==> config.mk <==
export PLATFORM = sky130hd
export DESIGN_NAME = seg7_dimmer
export DESIGN_NICKNAME = d
export VERILOG_FILES = /design/src/rtl/seg7_dimmer.sv
export SDC_FILE = /design/constraint.sdc
export NUM_CORES = 1
export LEC_CHECK = 0
export CORE_UTILIZATION = 62
export DETAILED_ROUTE_END_ITERATION = 10
export GPL_ROUTABILITY_DRIVEN = 0
export PLACE_DENSITY = 0.85
export SLEW_MARGIN = 5
export SYNTH_ARGS = -nofsm -noshare
export SYNTH_HDL_FRONTEND = slang
export SYNTH_SLANG_ARGS = --single-unit
==> constraint.sdc <==
create_clock -name CLK -period 7.1 [get_ports CLK]
set_clock_uncertainty 0.15 [all_clocks]
set_input_delay 1.775 -clock CLK [delete_from_list [all_inputs] [get_ports CLK]]
set_output_delay 1.775 -clock CLK [all_outputs]
set_load 0.01 [all_outputs]
==> src/rtl/seg7_dimmer.sv <==
// Output-stage conditioner for the 7-segment display: PWM brightness with optional fade,
// per-digit blink and global blank, programmed through two write-only bus registers.
module seg7_dimmer #(
    parameter logic [7:0] BASE_ADDR    = 8'hD2,
    parameter int         PWM_STEP_DIV = 390,
    parameter int         BLINK_DIV    = 25000000,
    parameter int         FADE_DIV     = 1562500
) (
    input  logic       CLK,
    input  logic       RESET_N,
    input  logic [7:0] BUS_DATA,
    input  logic [7:0] BUS_ADDR,
    input  logic       BUS_WE,
    input  logic [3:0] SEL_IN,
    input  logic [7:0] SEG_IN,
    output logic [3:0] DISP_SEL_OUT,
    output logic [7:0] DISP_OUT
);
    localparam int PWM_W   = $clog2(PWM_STEP_DIV + 1);
    localparam int BLINK_W = $clog2(BLINK_DIV + 1);
    localparam int FADE_W  = $clog2(FADE_DIV + 1);

    localparam logic [PWM_W-1:0]   PWM_LAST   = PWM_W'(PWM_STEP_DIV - 1);
    localparam logic [BLINK_W-1:0] BLINK_LAST = BLINK_W'(BLINK_DIV - 1);
    localparam logic [FADE_W-1:0]  FADE_LAST  = FADE_W'(FADE_DIV - 1);
    localparam logic [7:0]         CTRL_ADDR  = BASE_ADDR + 8'd1;
    localparam logic [4:0]         MAX_LEVEL  = 5'd16;

    typedef enum logic [1:0] {
        IDLE = 2'd0,
        UP   = 2'd1,
        DOWN = 2'd2
    } fadeState_t;

    logic [4:0]         target;
    logic [4:0]         level;
    logic [7:0]         ctrl;
    logic [PWM_W-1:0]   pwmDiv;
    logic [3:0]         pwmPhase;
    logic [BLINK_W-1:0] blinkDiv;
    logic               blinkPhase;
    logic [FADE_W-1:0]  fadeDiv;
    fadeState_t         fadeState;

    // Output gating, evaluated from pre-edge register values.
    logic [3:0] selActive;
    logic       oneHot;
    logic       lit;
    logic       blinkOff;
    logic       show;

    assign selActive = ~SEL_IN;
    assign oneHot    = (selActive != 4'd0) && ((selActive & (selActive - 4'd1)) == 4'd0);
    assign lit       = ({1'b0, pwmPhase} < level);
    assign blinkOff  = blinkPhase & (|(ctrl[3:0] & selActive));
    assign show      = lit & ~ctrl[7] & ~blinkOff & oneHot;

    logic       wantUp;
    logic       wantDown;
    logic [4:0] stepLevel;
    fadeState_t dirState;

    assign wantUp    = (target > level);
    assign wantDown  = (target < level);
    assign stepLevel = wantUp ? level + 5'd1 : level - 5'd1;
    assign dirState  = wantUp ? UP : DOWN;

    // NOTE: every register below uses non-blocking assignments so all updates on one edge
    // see the same pre-edge values; blocking here would make results depend on statement order.
    always_ff @(posedge CLK or negedge RESET_N) begin
        if (!RESET_N) begin
            target <= MAX_LEVEL;
            ctrl   <= 8'h00;
        end else if (BUS_WE) begin
            if (BUS_ADDR == BASE_ADDR)
                target <= (BUS_DATA > 8'd16) ? MAX_LEVEL : BUS_DATA[4:0];
            else if (BUS_ADDR == CTRL_ADDR)
                ctrl <= BUS_DATA;
        end
    end

    always_ff @(posedge CLK or negedge RESET_N) begin
        if (!RESET_N) begin
            pwmDiv     <= '0;
            pwmPhase   <= 4'd0;
            blinkDiv   <= '0;
            blinkPhase <= 1'b0;
        end else begin
            if (pwmDiv == PWM_LAST) begin
                pwmDiv   <= '0;
                pwmPhase <= pwmPhase + 4'd1;
            end else begin
                pwmDiv <= pwmDiv + PWM_W'(1);
            end
            if (blinkDiv == BLINK_LAST) begin
                blinkDiv   <= '0;
                blinkPhase <= ~blinkPhase;
            end else begin
                blinkDiv <= blinkDiv + BLINK_W'(1);
            end
        end
    end

    // A direction reversal mid-ramp keeps the divider running, so the next step lands on schedule.
    always_ff @(posedge CLK or negedge RESET_N) begin
        if (!RESET_N) begin
            level     <= MAX_LEVEL;
            fadeDiv   <= '0;
            fadeState <= IDLE;
        end else if (!ctrl[6]) begin
            level     <= target;
            fadeDiv   <= '0;
            fadeState <= IDLE;
        end else begin
            case (fadeState)
                IDLE: begin
                    fadeDiv <= '0;
                    if (wantUp)
                        fadeState <= UP;
                    else if (wantDown)
                        fadeState <= DOWN;
                end
                default: begin
                    if (!wantUp && !wantDown) begin
                        fadeDiv   <= '0;
                        fadeState <= IDLE;
                    end else if (fadeDiv == FADE_LAST) begin
                        fadeDiv   <= '0;
                        level     <= stepLevel;
                        fadeState <= (stepLevel == target) ? IDLE : dirState;
                    end else begin
                        fadeDiv   <= fadeDiv + FADE_W'(1);
                        fadeState <= dirState;
                    end
                end
            endcase
        end
    end

    always_ff @(posedge CLK or negedge RESET_N) begin
        if (!RESET_N) begin
            DISP_SEL_OUT <= 4'hF;
            DISP_OUT     <= 8'hFF;
        end else if (show) begin
            DISP_SEL_OUT <= SEL_IN;
            DISP_OUT     <= SEG_IN;
        end else begin
            DISP_SEL_OUT <= 4'hF;
            DISP_OUT     <= 8'hFF;
        end
    end

endmodule

==> Yosys cells after proc, flatten, opt, wreduce, memory -nomap -nowiden <==
Cells that the tools add are included.
{ "totals": {"ff_bits": 92, "input_bits": 31, "out_inout_bits": 12, "elab_cells": 76} }
{ "op_classes": {"n_addsub": 7, "magnitude_cmp": 4, "n_eq_ne": 10, "muxes": 22, "bitwise": 11, "reduce_logical": 11} }
{ "ops": {"columns": ["cell", "count"], "rows": [
  ["21-bit 2-to-1 mux", 4],
  ["5-bit 2-to-1 mux", 6],
  ["25-bit by 1-bit adder with 25-bit output, second input constant", 1],
  ["25-bit == test, second input constant", 1],
  ["25-bit 2-to-1 mux", 1],
  ["21-bit by 1-bit adder with 21-bit output, second input constant", 1],
  ["21-bit == test, second input constant", 1],
  ["8-bit == test, second input constant", 2],
  ["2-bit 2-to-1 mux", 8],
  ["9-bit by 1-bit adder with 9-bit output, second input constant", 1],
  ["9-bit == test, second input constant", 1],
  ["9-bit 2-to-1 mux", 1],
  ["4-bit AND", 2],
  ["8-bit by 5-bit > comparator with 1-bit output, second input constant", 1],
  ["8-bit 2-to-1 mux", 1],
  ["3-bit AND reduction", 2],
  ["5-bit by 1-bit adder with 5-bit output, second input constant", 1],
  ["5-bit == test", 1],
  ["5-bit > comparator", 1],
  ["4-bit by 5-bit less-than comparator with 1-bit output", 1],
  ["5-bit less-than comparator", 1],
  ["5-bit by 1-bit subtractor with 5-bit output, second input constant", 1],
  ["4-bit by 1-bit adder with 4-bit output, second input constant", 1],
  ["1-bit AND", 4],
  ["14 further kinds", 20]
]} }

==> Longest topological paths before layout <==
Gate-level depths: netlist of the first run.
{ "logic_depth": {"ltp_word": 8, "depth_mapped": 12, "depth_no_buf": 12} }

==> Worst setup path before layout of the first run <==
OpenSTA, ideal clock, no wires.
{ "synth_timing": {"path_kind": "register to register", "startpoint": "reg level[4]", "endpoint": "reg fadeState[0]", "setup_time_ps": 128, "t_arrival_ps": 2787, "required_time_ps": 6822, "setup_slack_ps": 4035, "path_stages_with_launch": 13, "n_path_buf": 0, "synth_period_minus_slack_ps": 3065, "cell_sequence": "dfstp_2 inv_1 ha_1 nand3_1 o21bai_1 a21oi_1 inv_1 ha_1 a21o_1 a21oi_1 xnor3_1 and4bb_2 a211oi_1"} }
{ "synth_between": {"elab_chain_len": 8, "word_cells_on_any_way": 17, "cone_classes": "2 x add/sub; 2 x order compare; 2 x eq/ne; 8 x mux; 3 x reduce/logical"} }
{ "synth_lines": {"columns": ["element", "line", "text"], "rows": [
  ["start: declaration", "36", "logic [4:0] level;"],
  ["start signal: assignment", "111", "level <= target;"],
  ["start signal: assignment", "129", "level <= stepLevel;"],
  ["5-bit by 1-bit subtractor with 5-bit output (tied with other cells)", "65", "assign stepLevel = wantUp ? level + 5'd1 : level - 5'd1;"],
  ["5-bit 2-to-1 mux", "65", null],
  ["5-bit == test", "130", "fadeState <= (stepLevel == target) ? IDLE : dirState;"],
  ["2-bit 2-to-1 mux", "130", null],
  ["2-bit 2-to-1 mux", "127", "end else if (fadeDiv == FADE_LAST) begin"],
  ["2-bit 2-to-1 mux", "124", "if (!wantUp && !wantDown) begin"],
  ["2-bit 2-to-1 mux", "115", "case (fadeState)"],
  ["2-bit 2-to-1 mux", "110", "end else if (!ctrl[6]) begin"],
  ["end signal: assignment", "130", null],
  ["end signal: assignment", "133", "fadeState <= dirState;"],
  ["end: declaration", "43", "fadeState_t fadeState;"]
]} }
Several ways; a longest one is shown, not always the timed one.
A chain may end at the register's enable or synchronous reset.

==> Worst setup path after layout of the first run <==
{ "layout_timing": {"startpoint": "in SEL_IN[2]", "endpoint": "reg DISP_OUT[5]"} }
{ "layout_between": {"elab_chain_len": 8, "word_cells_on_any_way": 13, "cone_classes": "1 x add/sub; 1 x mux; 7 x bitwise; 4 x reduce/logical"} }
{ "layout_lines": {"columns": ["element", "line", "text"], "rows": [
  ["start: declaration", "14", "input logic [3:0] SEL_IN,"],
  ["4-bit NOT (*)", "52", "assign selActive = ~SEL_IN;"],
  ["parallel branches: the longest is 5 deep, another holds 4-bit by 1-bit subtractor with 4-bit output", null, null],
  ["1-bit AND (*)", "56", "assign show = lit & ~ctrl[7] & ~blinkOff & oneHot;"],
  ["8-bit 2-to-1 mux (*)", "144", "end else if (show) begin"],
  ["end signal: assignment", "143", "DISP_OUT <= 8'hFF;"],
  ["end signal: assignment", "146", "DISP_OUT <= SEG_IN;"],
  ["end signal: assignment", "149", "DISP_OUT <= 8'hFF;"],
  ["end: declaration", "17", "output logic [7:0] DISP_OUT"]
]} }
Every way passes the cells marked *.

==> results of run 1 <==
logic make-up (layout without fill, tap and decap cells):
logic type,after synthesis,in the layout,share of synthesized area
XOR/XNOR,63,63,0.123
buffers and inverters,31,80,0.0335
adder cells (fa/ha/maj),17,17,0.0479
flip-flops,90,90,0.494
AO/OA/AOI/OAI,30,30,0.0452
AND/OR/NAND/NOR,192,192,0.237
multiplexers,8,8,0.0193
critical path: cells and delay by family:
family                 cells  cell delay, ps
buffers and inverters      2             580
AND/OR/NAND/NOR            1             160
AO/OA/AOI/OAI              3            1060
through the flow:
stage	hold slack (ps)	worst slack (ps)	instances	area [um2]	utilization
CTS	350	3270	579	5240	0.726
floorplan	292	4040	431	4600	-
finish	347	3640	579	5250	0.727
detailed placement	332	2870	563	5070	0.702
global route	377	3500	579	5250	0.727
global placement	319	3030	563	5070	0.702
placed cells by master (no fill, tap or decap), types with 3 or more instances in the layout:
| master | count |
|---|---|
| clkbuf_8 | 9 |
| nand4_1 | 14 |
| nand2_1 | 21 |
| nor3_1 | 12 |
| nand3b_1 | 11 |
| xnor2_1 | 44 |
| a21oi_1 | 8 |
| and3_1 | 10 |
| o21ai_0 | 4 |
| clkdlybuf4s50_1 | 41 |
| o221ai_1 | 4 |
| nand3_1 | 26 |
| dfrtp_1 | 76 |
| nand3_2 | 3 |
| dfstp_2 | 14 |
| inv_1 | 22 |
| nor2b_1 | 4 |
| nor2_1 | 57 |
| ha_1 | 16 |
| xor2_1 | 18 |
| nor4_2 | 3 |
| and4_1 | 4 |
| clkinv_4 | 3 |
| a21o_1 | 4 |
| nor4_1 | 7 |
| mux2_2 | 7 |
metal layers:
metal / vias to the layer above / share of wire / global-route usage
met5: - / 0 / 0
met3: 14 / 0.025 / 0.0415
met1: 1588 / 0.46 / 0.314
li1: 1585 / - / -
met4: 0 / 0.015 / 0.0982
met2: 41 / 0.50 / 0.390
final cells by class:
class / instances / area (um2)
clock buffer: 11 / 131
clock inverter: 5 / 41.3
fill: 523 / 1970
inverter: 22 / 82.6
multi-input combinational: 310 / 2180
sequential: 90 / 2270
tap: 99 / 124
timing repair buffer: 42 / 418
path summary, 6_finish.rpt:
path	from	cells past startpoint	end
hold reg to reg	pwmPhase[3]	1	pwmPhase[3]
hold / removal	pwmPhase[3]	1	pwmPhase[3]
setup / recovery	SEL_IN[2]	6	DISP_OUT[5]
setup reg to reg	level[4]	12	fadeState[0]
min in group asynchronous	RESET_N	1	blinkDiv[9]
max in group asynchronous	RESET_N	1	fadeDiv[20]
flip-flops by register name, summed over array words and instances, names as in the netlist:
| register | flops |
|---|---|
| fadeDiv | 21 |
| blinkPhase | 1 |
| level | 5 |
| pwmPhase | 4 |
| DISP_SEL_OUT | 4 |
| pwmDiv | 9 |
| fadeState | 2 |
| target | 5 |
| DISP_OUT | 8 |
| blinkDiv | 25 |
| ctrl | 6 |
power breakdown:
part           switching, W  internal (W)
Clock              0.000185      0.000129
Sequential       0.00000937      0.000527
Combinational      0.000103      0.000102
==> results.json, run 1 <==
{
  "cts_sinks": 90,
  "synthTopCellsByCount": "dfrtp_1, nor2_1, xnor2_1",
  "vdd_drop_max_v": 0.000133,
  "insertion_delay_ps": 360,
  "crit_slowest_cell": "a211oi_2",
  "crit_path_cell_trace": "clkdlybuf4s50_1 -> inv_1 -> a22oi_1 -> o221ai_1 -> a211oi_2 -> nand3b_1",
  "start_util": 0.637,
  "num_vias": 3228,
  "synth_cells": 431,
  "yosysWarnings": 0,
  "rsz0062_at_grt": "false",
  "critPathRequiredTime_ps": 7210,
  "grt_pass1_wl_um": 14000,
  "wl_per_cell_um": 14.8,
  "p_leak_nw": 2.23,
  "path_clk_slew_ps": 90,
  "via_per_inst": 5.58,
  "finalCritPeriodShare": 0.487,
  "synth_edf_count": 0,
  "cp-start-kind": "primary input",
  "cts_max_level": 3,
  "reg2reg_slack_ps": 3660,
  "critPathMaxFanout": 12,
  "drc": 0,
  "drive_gt1_frac": 0.113,
  "final-setup-viol-count": 0,
  "fin_setup_tns_ps": 0,
  "cp-end-kind": "flop",
  "arrival_ps": 3570,
  "max-cap-violations": 0,
  "max_clock_freq_mhz": 289,
  "fp-row-count": 31,
  "yosysTopAreaCellShare": 0.414,
  "yosysSeqAreaShare": 0.494,
  "clock_path_buffers": 2,
  "ys_ff_latch": 90,
  "p_per_area_mw_per_mm2": 201,
  "slew_violations": 0,
  "synthesis.nets": 479,
  "ys.flop_type": "dfrtp_1",
  "synth.distinct_cells": 55,
  "worstHoldPathType": "flop to flop",
  "cts_setup_buffers": 0,
  "relSlewSlack": 0.273,
  "grt_antenna_before_repair": 0,
  "period_needed_ps": 3460,
  "syn_to_final_growth_pct": 14.1,
  "nNetsFinal": 523,
  "dr.pass1.iters": 4,
  "io_pins": 43,
  "grt_max_degree": 91,
  "diodes": 0,
  "synth_area_leaders": "dfrtp_1, xnor2_1, dfstp_2",
  "cts_hold_buf": 0,
  "fp.dieH_um": 88.1,
  "synth_area_mm2": 0.00460,
  "core_area_mm2": 0.00721,
  "portBuffers": 42,
  "grt_pass1_vias": 3113,
  "die_x_um": 88.1,
  "fp.dieArea_mm2": 0.00776,
  "yosysMostFrequentCell": "dfrtp_1",
  "syn_area_per_cell_um2": 10.7,
  "synth.largest_area_cell": "dfrtp_1",
  "grt-ovfl-total": 0,
  "max_stage_delay_ps": 680,
  "critical_path_class": "primary input to flop",
  "first_iter_violations": 139,
  "synthArstFlopShare": 1.00,
  "ant_nets": 0,
  "cts-root-buf": "clkbuf_8",
  "wl_um": 8580,
  "max_slew.worst_pin.slew_ps": 1090,
  "status": "finished clean",
  "final_hold_viol_count": 0,
  "cts_tree": "done",
  "dp_hpwl_um": 5900,
  "finalPower_w": 0.00106,
  "grt_usage": 0.238,
  "cts.repair.resized": 0,
  "cts_made_buffers": 9
}
Note: power is estimated with default switching activity, not from simulation.
==> run 2: changes to the inputs <==
--- a/config.mk
+++ b/config.mk
@@ -5,10 +5,10 @@
 export SDC_FILE = /design/constraint.sdc
 export NUM_CORES = 1
 export LEC_CHECK = 0
-export CORE_UTILIZATION = 62
+export CORE_UTILIZATION = 52
 export DETAILED_ROUTE_END_ITERATION = 10
 export GPL_ROUTABILITY_DRIVEN = 0
-export PLACE_DENSITY = 0.85
+export PLACE_DENSITY = 0.76
 export SLEW_MARGIN = 5
 export SYNTH_ARGS = -nofsm -noshare
 export SYNTH_HDL_FRONTEND = slang
==> constraint.sdc (replaced) <==
create_clock -name CLK -period 3.1 [get_ports CLK]
set_clock_uncertainty 0.15 [all_clocks]
set_input_delay 0.775 -clock CLK [delete_from_list [all_inputs] [get_ports CLK]]
set_output_delay 0.775 -clock CLK [all_outputs]
set_load 0.01 [all_outputs]
==> run 2 against run 1 <==
  * Flip-flop and latch count is the same
  * Largest cell class unchanged
  * Global-route usage shrank 1.8 points
  * Clock power grew to 3.0 times the previous value
  * First-iteration DRC count shrank 18%
  * Non-clock buffer count grew 7
  * Sequential power grew 130%
  * Sequential share of layout area shrank 1.5 points
  * Setup slack lost 3600 ps
==> results.json, run 2 (synthesis gave the netlist of run 1 again) <==
{
  "top_register": "blinkDiv",
  "reg2reg_slack_ps": 80,
  "slew_violations": 0,
  "clock_path_buffers": 2,
  "relSlewSlack": 0.360,
  "wl_um": 9380,
  "grt_max_degree": 51,
  "cts_sinks": 90,
  "cp-start-kind": "flop",
  "die_x_um": 96.0,
  "use_met1": 0.310,
  "cp-end-kind": "flop",
  "use_met2": 0.336,
  "post-route-util": 0.649,
  "critPathTopFamily": "adder cells",
  "fp-row-count": 33,
  "io_pins": 43,
  "dp.cells": 576,
  "critical_path_class": "flop to flop",
  "drive_gt1_frac": 0.154,
  "cp_common_cell": "buf_4",
  "fp.dieArea_mm2": 0.00922,
  "final_hold_viol_count": 0,
  "max-cap-violations": 0,
  "path_clk_slew_ps": 90,
  "grt_antenna_before_repair": 0,
  "vdd_drop_max_v": 0.000274,
  "grt_busiest_layer": "met2",
  "cts_setup_buffers": 0,
  "setup_ws_ps": 78.8,
  "period_needed_ps": 3020,
  "max_clock_freq_mhz": 331,
  "max_stage_delay_ps": 550,
  "via_per_inst": 5.60,
  "start_util": 0.548,
  "wl_per_cell_um": 15.8,
  "critPathMaxFanout": 3,
  "nNetsFinal": 530,
  "insertion_delay_ps": 370,
  "final-setup-viol-count": 0,
  "worstHoldPathType": "primary input to asynchronous set/reset pin",
  "ant_nets": 0,
  "critPathRequiredTime_ps": 3230,
  "crit_path_cell_trace": "inv_2 -> ha_4 -> nand3_1 -> buf_4 -> nor2_1 -> a21oi_2 -> buf_4 -> fa_2 -> xnor2_1 -> nor3_1 -> and4bb_2 -> a211oi_2",
  "dp_hpwl_um": 6500,
  "max_slew.worst_pin.slew_ps": 955,
  "grt_pass1_vias": 3237,
  "p_per_area_mw_per_mm2": 510,
  "largest_reg_flops": 25,
  "num_vias": 3314,
  "portBuffers": 42,
  "arrival_ps": 3160,
  "grt_usage": 0.220,
  "crit_buf_inv": 3,
  "grt_pass1_wl_um": 15400,
  "cts_made_buffers": 9,
  "place_ws_ps": -0.346,
  "status": "finished clean",
  "cts-root-buf": "clkbuf_8",
  "cts_tree": "done",
  "holdWs_ps": 227,
  "use_met3": 0.0292,
  "syn_to_final_growth_pct": 18.3,
  "p_leak_nw": 2.32,
  "core_area_mm2": 0.00838,
  "layout_commonest_cell": "dfrtp_1",
  "dr.pass1.iters": 5,
  "final_cell_mix": "dfrtp_1, nor2_1, xnor2_1, clkdlybuf4s50_1, nand3_1",
  "crit_slowest_cell": "fa_2",
  "grt-ovfl-total": 0,
  "diodes": 0,
  "first_iter_violations": 114,
  "cts_max_level": 3,
  "finalPower_w": 0.00277,
  "reg.largest.list": "blinkDiv x25, fadeDiv x21, pwmDiv x9",
  "finalCritPeriodShare": 0.975,
  "layout.cells.non_filler": 592,
  "reg2reg_to": "fadeState[0]",
  "fp.dieH_um": 96.0,
  "ff2ff_path_depth": 12,
  "drc": 0,
  "regToRegStartpoint": "level[4]"
}
run 2: timing repair:
action / 4_1_cts / 5_1_grt
endpoints found under the setup margin: 2 / 3
resized for setup: 3 / 10
pin swaps: 1 / 4
hold buffers: 0 / 0
run 2: through the flow:
step	setup TNS [ps]	area (um2)
after floorplan	0	4600
after global placement	0	5140
after detailed placement	-0.346	5140
after CTS	0	5390
after global routing	-104	5440
final	0	5440
run 2: per-layer routing:
metal  vias to the layer above  share of wire  routed length (um)
met5                         -              0                   0
met4                         0          0.024                 227
met3                        17          0.036                 336
met2                        77           0.47                4370
met1                      1623           0.47                4450
li1                       1597              -                   -
run 2: worst max path at each step:
| stage | startpoint | end | slack, ps | cells past startpoint |
|---|---|---|---|---|
| floorplan | level[4] | fadeState[0] | 40 | 12 |
| global route | level[4] | fadeState[0] | -70 | 11 |
| global placement | level[4] | fadeState[0] | 130 | 12 |
| CTS | level[4] | fadeState[0] | 10 | 13 |
| finish | level[4] | fadeState[0] | 80 | 12 |
| detailed placement | level[4] | fadeState[0] | -0.3 | 12 |
run 2: report_power, final:
| group | leakage (nW) | switching (W) | internal [W] |
|---|---|---|---|
| Clock | 0.117 | 0.000448 | 0.000485 |
| Combinational | 1.06 | 0.000303 | 0.000311 |
| Sequential | 1.14 | 0.0000204 | 0.00121 |
run 2: layout make-up:
type	instances	area, um2
fill	660	2940
clock buffer	10	138
timing repair buffer	49	483
sequential	90	2270
tap	105	131
clock inverter	6	95.1
multi-input combinational	310	2240
inverter	22	82.6
==> run 3: changes to the inputs <==
--- a/config.mk
+++ b/config.mk
@@ -5,6 +5,7 @@
 export SDC_FILE = /design/constraint.sdc
 export NUM_CORES = 1
 export LEC_CHECK = 0
+export ABC_CLOCK_PERIOD_IN_PS = 3100
 export CORE_UTILIZATION = 52
 export DETAILED_ROUTE_END_ITERATION = 10
 export GPL_ROUTABILITY_DRIVEN = 0
==> results of run 3 <==
Final layout, timing and power as in run 2 (identical DEF).
